$ cat src/rtl/button_pkg.sv
// Shared key indices and per-key FSM encoding for the button front end.
// Pure declarations: no logic, no latency, no flow control.
package button_pkg;

  localparam int KEY_UP    = 0;
  localparam int KEY_DOWN  = 1;
  localparam int KEY_LEFT  = 2;
  localparam int KEY_RIGHT = 3;
  localparam int NUM_KEYS  = 4;

  typedef enum logic [1:0] {
    ST_IDLE      = 2'd0,
    ST_HOLD_WAIT = 2'd1,
    ST_REPEAT    = 2'd2
  } btn_state_t;

  function automatic int max2(input int a, input int b);
    return (a > b) ? a : b;
  endfunction

endpackage

$ cat src/rtl/button_channel.sv
// One key: 2-flop sync, stability-count debounce, press/repeat pulse FSM.
// Pulse lands DEBOUNCE_CYCLES+2 edges after the raw press; no backpressure, pulses are fire-and-forget.
module button_channel
  import button_pkg::*;
#(
  parameter int DEBOUNCE_CYCLES = 500000,
  parameter int REPEAT_EN       = 1,
  parameter int REPEAT_DELAY    = 25000000,
  parameter int REPEAT_PERIOD   = 5000000,
  parameter int ACTIVE_LOW      = 1
) (
  input  logic i_clk,
  input  logic i_rst,
  input  logic i_key_raw,
  output logic o_pulse,
  output logic o_held
);

  localparam int DB_W = $clog2(DEBOUNCE_CYCLES) + 1;
  localparam int RP_W = $clog2(max2(REPEAT_DELAY, REPEAT_PERIOD)) + 1;
  localparam logic [DB_W-1:0] DB_LAST = DB_W'(DEBOUNCE_CYCLES - 1);
  localparam logic [RP_W-1:0] RD_LAST = RP_W'(REPEAT_DELAY - 1);
  localparam logic [RP_W-1:0] RP_LAST = RP_W'(REPEAT_PERIOD - 1);

  logic            w_p;
  logic            r_sync1, r_sync2;
  logic [DB_W-1:0] r_db_cnt;
  logic            r_held;
  logic            w_accept, w_rise, w_fall;

  btn_state_t      r_state, w_state_nxt;
  logic [RP_W-1:0] r_rep_cnt, w_rep_nxt;
  logic            r_pulse, w_pulse_nxt;

  assign w_p = (ACTIVE_LOW != 0) ? ~i_key_raw : i_key_raw;

  // Sync flops reset to "released" so leaving reset never looks like a press.
  always_ff @(posedge i_clk) begin
    if (i_rst) begin
      r_sync1  <= 1'b0;
      r_sync2  <= 1'b0;
      r_db_cnt <= '0;
      r_held   <= 1'b0;
    end else begin
      r_sync1 <= w_p;
      r_sync2 <= r_sync1;
      if (r_sync2 == r_held) begin
        r_db_cnt <= '0;
      end else if (r_db_cnt >= DB_LAST) begin
        r_held   <= r_sync2;
        r_db_cnt <= '0;
      end else begin
        r_db_cnt <= r_db_cnt + DB_W'(1);
      end
    end
  end

  assign w_accept = (r_sync2 != r_held) && (r_db_cnt >= DB_LAST);
  assign w_rise   = w_accept &  r_sync2;
  assign w_fall   = w_accept & ~r_sync2;

  always_comb begin
    w_state_nxt = r_state;
    w_rep_nxt   = r_rep_cnt;
    w_pulse_nxt = 1'b0;
    case (r_state)
      ST_IDLE: begin
        if (w_rise) begin
          w_state_nxt = ST_HOLD_WAIT;
          w_pulse_nxt = 1'b1;
          w_rep_nxt   = '0;
        end
      end
      ST_HOLD_WAIT: begin
        if (w_fall) begin
          w_state_nxt = ST_IDLE;
          w_rep_nxt   = '0;
        end else if (REPEAT_EN != 0) begin
          if (r_rep_cnt >= RD_LAST) begin
            w_state_nxt = ST_REPEAT;
            w_pulse_nxt = 1'b1;
            w_rep_nxt   = '0;
          end else begin
            w_rep_nxt = r_rep_cnt + RP_W'(1);
          end
        end
      end
      ST_REPEAT: begin
        // Release wins over a repeat that would fire on the same edge.
        if (w_fall) begin
          w_state_nxt = ST_IDLE;
          w_rep_nxt   = '0;
        end else if (r_rep_cnt >= RP_LAST) begin
          w_pulse_nxt = 1'b1;
          w_rep_nxt   = '0;
        end else begin
          w_rep_nxt = r_rep_cnt + RP_W'(1);
        end
      end
      default: begin
        w_state_nxt = ST_IDLE;
        w_rep_nxt   = '0;
      end
    endcase
  end

  always_ff @(posedge i_clk) begin
    if (i_rst) begin
      r_state   <= ST_IDLE;
      r_rep_cnt <= '0;
      r_pulse   <= 1'b0;
    end else begin
      r_state   <= w_state_nxt;
      r_rep_cnt <= w_rep_nxt;
      r_pulse   <= w_pulse_nxt;
    end
  end

  assign o_pulse = r_pulse;
  assign o_held  = r_held;

endmodule

$ cat src/rtl/button_conditioner.sv
// Four independent key channels mapped onto named press/repeat pulses and debounced levels.
// Pulses DEBOUNCE_CYCLES+2 edges after a raw press, 1 cycle wide; no backpressure, no priority between keys.
module button_conditioner
  import button_pkg::*;
#(
  parameter int DEBOUNCE_CYCLES = 500000,
  parameter int REPEAT_EN       = 1,
  parameter int REPEAT_DELAY    = 25000000,
  parameter int REPEAT_PERIOD   = 5000000,
  parameter int ACTIVE_LOW      = 1
) (
  input  logic                clk,
  input  logic                rst,
  input  logic [NUM_KEYS-1:0] key_raw,
  output logic                btn_up,
  output logic                btn_down,
  output logic                btn_left,
  output logic                btn_right,
  output logic [NUM_KEYS-1:0] btn_held,
  output logic                any_press
);

  logic [NUM_KEYS-1:0] w_pulse;

  for (genvar i = 0; i < NUM_KEYS; i++) begin : g_ch
    button_channel #(
      .DEBOUNCE_CYCLES(DEBOUNCE_CYCLES),
      .REPEAT_EN      (REPEAT_EN),
      .REPEAT_DELAY   (REPEAT_DELAY),
      .REPEAT_PERIOD  (REPEAT_PERIOD),
      .ACTIVE_LOW     (ACTIVE_LOW)
    ) u_ch (
      .i_clk    (clk),
      .i_rst    (rst),
      .i_key_raw(key_raw[i]),
      .o_pulse  (w_pulse[i]),
      .o_held   (btn_held[i])
    );
  end

  assign btn_up    = w_pulse[KEY_UP];
  assign btn_down  = w_pulse[KEY_DOWN];
  assign btn_left  = w_pulse[KEY_LEFT];
  assign btn_right = w_pulse[KEY_RIGHT];
  assign any_press = |w_pulse;

endmodule

$ cat config.mk
export PLATFORM = sky130hd
export DESIGN_NAME = button_conditioner
export DESIGN_NICKNAME = d
export VERILOG_FILES = /design/src/rtl/button_pkg.sv /design/src/rtl/button_channel.sv /design/src/rtl/button_conditioner.sv
export SDC_FILE = /design/constraint.sdc
export NUM_CORES = 1
export LEC_CHECK = 0
export ABC_AREA = 0
export CAP_MARGIN = 15
export CORE_ASPECT_RATIO = 0.7
export CORE_UTILIZATION = 65
export DETAILED_ROUTE_END_ITERATION = 8
export PLACE_DENSITY = 0.82
export SLEW_MARGIN = 20
export SYNTH_ARGS = -nofsm -noshare
export SYNTH_HDL_FRONTEND = slang
export SYNTH_SLANG_ARGS = --single-unit
$ cat constraint.sdc
create_clock -name clk -period 5.43 [get_ports clk]
set_input_delay 1.086 -clock clk [delete_from_list [all_inputs] [get_ports clk]]
set_output_delay 1.086 -clock clk [all_outputs]
set_load 0.02 [all_outputs]
==> results of run 1 <==
logic make-up (layout without fill, tap and decap cells):
| family | after synthesis | after routing | share of synthesized area |
|---|---|---|---|
| flip-flops | 208 | 208 | 0.3992 |
| multiplexers | 6 | 6 | 0.005758 |
| AO/OA/AOI/OAI | 168 | 168 | 0.1077 |
| other | 1 | 4 | 0.0003595 |
| AND/OR/NAND/NOR | 667 | 667 | 0.3157 |
| adder cells (fa/ha/maj) | 24 | 24 | 0.02879 |
| buffers and inverters | 92 | 92 | 0.03586 |
| XOR/XNOR | 127 | 127 | 0.1066 |
critical path, delay by kind of cell (launching register included):
family,cells,cell delay (ps)
AOI/OAI and AO/OA,5,2190
DFF,1,330
and+or+nand+nor,1,190
adders and majority gates,1,240
area by class of cell:
type | instances | area (um^2)
multi-input combinational | 996 | 5918
fill | 1203 | 4265
sequential | 208 | 4164
clock buffer | 29 | 605.6
tap | 200 | 250.2
timing repair buffer | 22 | 207.7
inverter | 37 | 138.9
clock inverter | 4 | 45.04
metal layers:
layer	global-route usage	routed length (um)
met1	0.3897	11280
met2	0.4129	9045
met3	0.04008	961
met4	0.07643	478
met5	0	0
worst paths after layout:
kind,end,slack (ps),cells past startpoint
max,g_ch[1].u_ch.r_rep_cnt[25]$_SDFFE_PP0P_,2400,7
min,g_ch[2].u_ch.r_sync2$_SDFF_PP0_,430,1
max reg2reg,g_ch[1].u_ch.r_rep_cnt[25]$_SDFFE_PP0P_,2400,7
min reg2reg,g_ch[2].u_ch.r_sync2$_SDFF_PP0_,430,1
flip-flops by register name (all words and copies together) (netlist names):
name and cells:
g_ch.u_ch.o_held 4, g_ch.u_ch.r_sync2 4, g_ch.u_ch.r_state 8, g_ch.u_ch.o_pulse 4
g_ch.u_ch.r_rep_cnt 104, g_ch.u_ch.r_db_cnt 80, g_ch.u_ch.r_sync1 4
placed cells by master, fill, tap and decap left out, drive strengths merged, types with 13 or more instances in the layout:
cell type	instances
xnor2	59
nor2	211
nor3	46
inv	37
nand4	42
clkdlybuf4s50	13
clkbuf	29
nor4	24
nand3	87
ha	24
a21oi	36
xor2	68
a31oi	24
o21ai	37
and3	28
and4	16
dfxtp	208
nand2	127
Yosys cell counts (3+ instances only):
master	number	area share
ha_1	24	0.029
mux2i_1	6	0.0058
nor3b_1	6	0.0043
and4_1	16	0.013
nor4_1	24	0.014
or4b_1	4	0.0038
o21ai_0	35	0.017
a31oi_1	24	0.014
nor3_1	46	0.022
nor2_1	211	0.076
xnor2_1	59	0.050
a21o_1	5	0.0036
or4_1	6	0.0043
and3b_1	3	0.0025
clkbuf_1	41	0.015
or3_1	10	0.0060
and3_1	28	0.017
nand3b_1	7	0.0050
nor2b_1	8	0.0048
o21a_1	3	0.0022
nand3_1	87	0.042
dfxtp_1	208	0.40
buf_1	4	0.0014
buf_2	5	0.0024
xor2_1	68	0.057
o211ai_1	5	0.0036
nand4_1	42	0.025
a211oi_1	6	0.0043
nand2_1	127	0.046
a21oi_1	35	0.017
nand2b_1	11	0.0066
or2_2	6	0.0036
nor4b_1	9	0.0076
a211o_1	6	0.0050
a22oi_1	6	0.0043
o21bai_1	4	0.0029
o31ai_1	4	0.0029
a221oi_1	4	0.0034
inv_1	37	0.013
buf_4	4	0.0029
and2_1	9	0.0054
stage by stage:
step / total power, uW / hold slack (ps) / instance area, um^2
5_1_grt: 3215 / 437.5 / 11330
6_report: 3110 / 430.0 / 11330
3_3_place_gp: 1749 / 415.7 / 10680
4_1_cts: 3125 / 430.8 / 11330
2_1_floorplan: 1706 / 413.8 / 10440
3_5_place_dp: 1754 / 422.3 / 10680
power breakdown:
group / switching (uW) / internal [uW] / leakage, uW / total, uW
Sequential: 9.67 / 1540 / 0.00168 / 1550
Combinational: 122 / 54.5 / 0.00188 / 176
Clock: 568 / 818 / 0.000324 / 1390
Total: 700 / 2410 / 0.00388 / 3110
==> out/results.txt, run 1 <==
outcome: finished, final reports clean
final hold violations: 0
IO buf count: 14
largest net degree at the start of global routing: 41
DRC viols: 0
Seq/Total Area, Yosys: 0.3992
root buffer cell: clkbuf_16
cts bufs inserted: 21
DP Cell Count: 1463
CTS max path bufs: 3
total track usage: 0.2678
num ports: 15
HP Class: reg2reg
post-route non-filler standard cell count: 1496
max-cap check violation count: 0
die footprint: 16570 um^2
worst hold path startpoint: g_ch[2].u_ch.r_sync1$_SDFF_PP0_
# diodes: 0
Fmax achieved: 0.3302 GHz
Synth Register Bits: 208
Ys Warns: 0
CP startpoint kind: register
worst-path fanout max: 23
Slowest cell on crit path: a21boi_2
Num Clock Sinks: 208
CTS hold repair buffers: 0
P&R area growth vs syn: 8.612%
Worst-Margin Slew: 944.0 ps
DR pass1 iterations: 5
Setup Fix Bufs, Post-CTS: 0
WS Path Type: reg2reg
Antenna Nets Post-Route: 0
final setup skew: 6.746 ps
Core Area: 15600 um^2
antenna violations before repair: 0
CTS tree: built
Cell Chain, Critical Path: ha_1 > and4_1 > o41ai_1 > a22oi_1 > a21boi_2 > o21bai_1 > a21oi_1
Util after Layout: 0.7265
Worst-Skew Late Latency: 490 ps
Power Density: 274.5 nW/um^2
Total Routed Length: 21.77 mm
row cnt: 38
wire length of the first global-routing pass: 37.65 mm
Final WS setup: 2402 ps
post-DP HPWL: 14.65 mm
Vias: 8899
gpl congestion: 0.8685
Initial Utilization: 0.6689
CTS clk-pin slew, worst paths: 60 ps
share of layout cells above drive strength 1: 0.04321
vias per cell: 5.949
GRT Residual Overflow: 0
Worst Path Arrival: 3440 ps
leakage power: 0.003884 uW
TNS Setup: 0 ps
initial DRC count: 810
Distinct cells, synth: 72
dpl ws: 2464 ps
Tmin final: 3028 ps
max-slew violation count: 0
Syn Std Cell Area: 10430 um^2
CP required: 5840 ps
largest stage delay on the critical path: 820 ps
post-synthesis cell count: 1293
Die Span Y: 108.0 um
Critical Path Start: g_ch[1].u_ch.r_db_cnt[0]$_SDFF_PP0_
RR Startpoint: g_ch[1].u_ch.r_db_cnt[0]$_SDFF_PP0_
RSZ-0062 raised after global routing: no
Syn Area/Cell: 8.067 um^2
max_slew headroom: 0.3670
share of the clock period used by the worst path: 0.5577
Peak VDD IR: 0.2257 mV
fin nets: 1316
vias in the first global route: 8111
H-tree depth: 1
CP endpoint kind: register
post-CTS sizing: 0
# setup viols final: 0
die width: 153.4 um
ys flop type: dfxtp_1
WL/cell: 14.55 um
Async SR Flop Fraction: 0
EDFF count, synth: 0
Power figures use the tool's default switching activity.
==> inputs of run 2 (changes only) <==
--- a/config.mk
+++ b/config.mk
@@ -8,9 +8,9 @@
 export ABC_AREA = 0
 export CAP_MARGIN = 15
 export CORE_ASPECT_RATIO = 0.7
-export CORE_UTILIZATION = 65
+export CORE_UTILIZATION = 63
 export DETAILED_ROUTE_END_ITERATION = 8
-export PLACE_DENSITY = 0.82
+export PLACE_DENSITY = 0.8
 export SLEW_MARGIN = 20
 export SYNTH_ARGS = -nofsm -noshare
 export SYNTH_HDL_FRONTEND = slang
==> constraint.sdc (replaced) <==
create_clock -name clk -period 2.87 [get_ports clk]
set_input_delay 0.574 -clock clk [delete_from_list [all_inputs] [get_ports clk]]
set_output_delay 0.574 -clock clk [all_outputs]
set_load 0.02 [all_outputs]
==> out/results.txt, run 2 (same netlist as run 1, synthesis figures left out) <==
largest net degree at the start of global routing: 35 (-15%)
footprint of the multi-input gates: 5914 um^2 (about the same)
Num Clock Sinks: 208 (unchanged)
post-DP HPWL: 15.01 mm (+2.5%)
Antenna Nets Post-Route: 0 (unchanged)
Peak VDD IR: 0.4420 mV (+96%)
Vias: 8906 (+0.079%)
gpl congestion: 0.9063 (+4.4%)
RSZ-0062 raised after global routing: no
Util after Layout: 0.7251 (-0.001425)
Worst Path Arrival: 3030 ps (-410 ps)
CP endpoint kind: register
Top reg by flops: g_ch.u_ch.r_rep_cnt
Worst-Skew Late Latency: 500 ps (about the same)
CP required: 3300 ps (-2540 ps)
Initial Utilization: 0.6588 (-0.01004)
Largest regs: g_ch.u_ch.r_rep_cnt x104, g_ch.u_ch.r_db_cnt x80, g_ch.u_ch.r_state x8
WL/cell: 14.51 um (-0.28%)
antenna violations before repair: 0 (unchanged)
outcome: finished, final reports clean
share of layout cells above drive strength 1: 0.04885 (+0.005645)
num ports: 15 (unchanged)
initial DRC count: 743 (-8.3%)
# setup viols final: 0 (unchanged)
CTS max path bufs: 3 (unchanged)
total track usage: 0.2645 (-0.003348)
register area: 4164 um^2 (unchanged)
worst-path fanout max: 30 (+30%)
root buffer cell: clkbuf_16
DRC viols: 0 (unchanged)
Setup Fix Bufs, Post-CTS: 0 (unchanged)
cts bufs inserted: 21 (unchanged)
WS Path Type: reg2reg
vias in the first global route: 7839 (-3.4%)
TNS Setup: 0 ps (unchanged)
max-slew violation count: 0 (unchanged)
die width: 155.8 um (+1.6%)
wire length of the first global-routing pass: 37.61 mm (-0.11%)
Tmin final: 2601 ps (-426.7 ps)
DR pass1 iterations: 5 (unchanged)
Fillers: 1237 (+2.8%)
Core Area: 15830 um^2 (+1.5%)
Fmax achieved: 0.3844 GHz (+16%)
vias per cell: 5.821 (-2.1%)
Worst-Margin Slew: 795.4 ps (-148.6 ps)
die footprint: 17080 um^2 (+3.1%)
fin nets: 1326 (+0.76%)
Die Span Y: 109.7 um (+1.5%)
CTS tree: built
post-CTS sizing: 0 (unchanged)
row cnt: 38 (unchanged)
# diodes: 0 (unchanged)
share of the clock period used by the worst path: 0.9064 (+0.3487)
commonest cells after routing, fill and taps aside: nor2_1, dfxtp_1, nand2_1, nand3_1, xor2_1
GRT Residual Overflow: 0 (unchanged)
CTS clk-pin slew, worst paths: 70 ps (about the same)
P&R area growth vs syn: 10.05%
Largest register FFs: 104 (unchanged)
final setup skew: 11.03 ps (+4.279 ps)
max-cap check violation count: 0 (unchanged)
HP Class: reg2reg
final hold violations: 0 (unchanged)
Power Density: 521.8 nW/um^2 (+90%)
CTS hold repair buffers: 0 (unchanged)
IO buf count: 14 (unchanged)
CP startpoint kind: register
leakage power: 0.003949 uW (+1.7%)
commonest non-fill, non-tap cell in the layout: nor2_1
max_slew headroom: 0.4648 (+0.09789)
total power: 5990 uW (+93%)
Total Routed Length: 22.20 mm (+2.0%)
H-tree depth: 1 (unchanged)
## run 2: cell count changes in the layout (fill, tap and decap cells not counted)
cell / change
buf_4: +7
clkbuf_1: +5
buf_12: +3
clkbuf_8: -3
bufinv_16: +1
clkinv_4: +1
o21bai_1: +1
o21bai_2: -1
## run 2: cell type report
| type | count | share of cell area |
|---|---|---|
| Inverter | 37 | 0.01210 |
| Multi-Input combinational cell | 996 | 0.5152 |
| Clock buffer | 31 | 0.05079 |
| Timing Repair Buffer | 32 | 0.02790 |
| Sequential cell | 208 | 0.3627 |
| Clock inverter | 6 | 0.007302 |
| Tap cell | 220 | 0.02398 |
## run 2: worst max-delay path, stage by stage (launching register included)
cell and delay (ps):
dfxtp_1 370, or4_1 560, a211o_1 300, a41oi_2 170
o211ai_1 130, a21oi_2 210, buf_12 190, or4b_1 440
a31oi_1 170
## run 2: path summary, 6_finish.rpt
kind / slack (ps) / startpoint / cells past startpoint / end
max: 270 / g_ch[1].u_ch.r_rep_cnt[15]$_SDFFE_PP0P_ / 8 / g_ch[1].u_ch.r_rep_cnt[23]$_SDFFE_PP0P_
min: 440 / g_ch[0].u_ch.r_sync1$_SDFF_PP0_ / 1 / g_ch[0].u_ch.r_sync2$_SDFF_PP0_
max reg2reg: 270 / g_ch[1].u_ch.r_rep_cnt[15]$_SDFFE_PP0P_ / 8 / g_ch[1].u_ch.r_rep_cnt[23]$_SDFFE_PP0P_
min reg2reg: 440 / g_ch[0].u_ch.r_sync1$_SDFF_PP0_ / 1 / g_ch[0].u_ch.r_sync2$_SDFF_PP0_
## run 2: power by group
group	internal [uW]	leakage, uW	switching, uW
Sequential	2910	0.00168	18.8
Clock	1590	0.000327	1110
Combinational	123	0.00194	239
## run 2: routing by layer
| layer | track usage | vias up | share of wire |
|---|---|---|---|
| met5 | 0 | - | 0 |
| met2 | 0.3846 | 233 | 0.41 |
| li1 | - | 4530 | - |
| met4 | 0.06443 | 0 | 0.019 |
| met1 | 0.4060 | 4113 | 0.51 |
| met3 | 0.03902 | 30 | 0.056 |
## run 2: through the flow
| stage | cell area [um^2] | hold slack (ps) | worst slack, ps | std cells |
|---|---|---|---|---|
| after floorplan | 10440 | 413.8 | 462.7 | 1296 |
| after global routing | 11480 | 459.7 | 129.4 | 1530 |
| after global placement | 10810 | 419.8 | 347.9 | 1493 |
| final | 11480 | 443.4 | 268.6 | 1530 |
| after detailed placement | 10810 | 429.4 | 302.7 | 1493 |
| after CTS | 11480 | 451.3 | 292.9 | 1530 |
==> inputs of run 3 (changes only) <==
--- a/config.mk
+++ b/config.mk
@@ -10,6 +10,7 @@
 export CORE_ASPECT_RATIO = 0.7
 export CORE_UTILIZATION = 63
 export DETAILED_ROUTE_END_ITERATION = 8
+export GPL_TIMING_DRIVEN = 0
 export PLACE_DENSITY = 0.8
 export SLEW_MARGIN = 20
 export SYNTH_ARGS = -nofsm -noshare
==> out/results.txt, run 3 (same netlist as run 1, synthesis figures left out) <==
leakage power: 0.004046 uW (+2.5%)
WS Path Type: reg2reg
share of the clock period used by the worst path: 0.9590 (+0.05261)
Vias: 9315 (+4.6%)
DR pass1 iterations: 7 (+2)
total internal power: 4834 uW (+4.7%)
post-DP HPWL: 16.55 mm (+10%)
antenna violations before repair: 0 (unchanged)
Gate power share: 0.063 (+0.002)
Sw Ratio: 0.2270 (-0.001972)
reg2reg setup slack: 120 ps (-150 ps)
commonest cells after routing, fill and taps aside: nor2_1, dfxtp_1, nand2_1, nand3_1, xor2_1
row cnt: 38 (unchanged)
Initial Utilization: 0.6588 (unchanged)
Worst-Skew Late Latency: 500 ps (about the same)
die footprint: 17080 um^2 (unchanged)
hold slack: 426.8 ps (-16.58 ps)
largest net degree at the start of global routing: 15 (-57%)
Core Area: 15830 um^2 (unchanged)
Largest regs: g_ch.u_ch.r_rep_cnt x104, g_ch.u_ch.r_db_cnt x80, g_ch.u_ch.r_state x8
worst-path fanout max: 8 (-73%)
WL/cell: 15.13 um (+4.3%)
Largest register FFs: 104 (unchanged)
H-tree depth: 1 (unchanged)
Tmin final: 2752 ps (+151.0 ps)
final hold violations: 0 (unchanged)
commonest non-fill, non-tap cell in the layout: nor2_1
DRC viols: 0 (unchanged)
Total Routed Length: 23.75 mm (+7.0%)
CTS tree: built
Util after Layout: 0.7393 (+0.01422)
num ports: 15 (unchanged)
max-cap check violation count: 0 (unchanged)
max_slew headroom: 0.4414 (-0.02342)
Antenna Nets Post-Route: 0 (unchanged)
Reg power frac: 0.468 (-0.021)
GRT Residual Overflow: 0 (unchanged)
# setup viols final: 0 (unchanged)
Worst Path Arrival: 3200 ps (+170 ps)
CTS hold repair buffers: 0 (unchanged)
die width: 155.8 um (unchanged)
placed inst area: 10860 um^2 (+0.42%)
Num Clock Sinks: 208 (unchanged)
Final WS setup: 117.6 ps (-151.0 ps)
IO buf count: 14 (unchanged)
Power Density: 534.3 nW/um^2 (+2.4%)
total track usage: 0.2751 (+0.01055)
wire length of the first global-routing pass: 38.85 mm (+3.3%)
fin nets: 1366 (+3.0%)
CP startpoint kind: register
root buffer cell: clkbuf_16
Worst-Margin Slew: 830.2 ps (+34.80 ps)
max-slew violation count: 0 (unchanged)
final setup skew: 9.514 ps (-1.511 ps)
CTS clk-pin slew, worst paths: 60 ps (about the same)
share of layout cells above drive strength 1: 0.05852 (+0.009664)
CP required: 3310 ps (about the same)
Fmax achieved: 0.3633 GHz (-5.5%)
Top reg by flops: g_ch.u_ch.r_rep_cnt
vias per cell: 5.933 (+1.9%)
initial DRC count: 849 (+14%)
sw power: 1420 uW (+3.5%)
post-route cell area: 11710 um^2 (+2.0%)
CP endpoint kind: register
cts bufs inserted: 21 (unchanged)
clock network power share: 0.469 (+0.018)
outcome: finished, final reports clean
Peak VDD IR: 0.5118 mV (+16%)
vias in the first global route: 8121 (+3.6%)
Die Span Y: 109.7 um (unchanged)
HP Class: reg2reg
dpl ws: -314.1 ps (-616.8 ps)
CTS max path bufs: 3 (unchanged)
P&R area growth vs syn: 12.21%
# diodes: 0 (unchanged)
gpl congestion: 0.9088 (+0.28%)
## run 3: metal layers
| layer | vias to the layer above | share of wire | GRT usage |
|---|---|---|---|
| met2 | 278 | 0.42 | 0.4110 |
| met3 | 29 | 0.065 | 0.03390 |
| met1 | 4388 | 0.50 | 0.4189 |
| li1 | 4620 | - | - |
| met5 | - | 0 | 0 |
| met4 | 0 | 0.014 | 0.06373 |
## run 3: power by group through the flow
stage / clock network [uW] / registers, uW / logic (uW)
floorplan: 0 / 2990 / 241
global placement: 0 / 2990 / 347
detailed placement: 0 / 2990 / 353
CTS: 2970 / 2930 / 364
global route: 3090 / 2930 / 424
finish: 2930 / 2930 / 393
## run 3: metrics by stage
step	power [uW]	setup TNS (ps)	std cells
after CTS	6260	0	1567
after global routing	6444	-8.150	1570
after floorplan	3228	0	1296
after detailed placement	3344	-8378	1530
final	6254	0	1570
after global placement	3337	-5784	1530
## run 3: final cells by class
cell class,count,area [um^2]
multi-input combinational,996,5978
sequential,208,4164
fill,1236,4128
clock buffer,27,588.1
tap,220,275.3
buffer,54,240.2
timing repair buffer,18,170.2
clock inverter,10,150.1
inverter,37,138.9
## run 3: path summary, 6_finish.rpt
path                                              to                                    start  depth (start not counted)
min reg2reg          g_ch[0].u_ch.r_sync2$_SDFF_PP0_          g_ch[0].u_ch.r_sync1$_SDFF_PP0_                          1
max reg2reg  g_ch[3].u_ch.r_rep_cnt[24]$_SDFFE_PP0P_  g_ch[3].u_ch.r_rep_cnt[10]$_SDFFE_PP0P_                          9
min                  g_ch[0].u_ch.r_sync2$_SDFF_PP0_          g_ch[0].u_ch.r_sync1$_SDFF_PP0_                          1
max          g_ch[3].u_ch.r_rep_cnt[24]$_SDFFE_PP0P_  g_ch[3].u_ch.r_rep_cnt[10]$_SDFFE_PP0P_                          9
## run 3: critical path, cell delays in order, from the launching register on
cell       delay (ps)
dfxtp_1           300
clkbuf_1          190
a211o_1           300
a2111o_1          410
a2111oi_1         470
o31ai_1           170
o21ai_0           250
a32oi_2           200
buf_4             190
o21ba_2           220
## run 3: timing repair
action | 4_1_cts | 5_1_grt
setup endpoints to repair | 69 | 83
setup buffers | 0 | 4
gates resized for setup | 8 | 17
pin swaps | 0 | 2
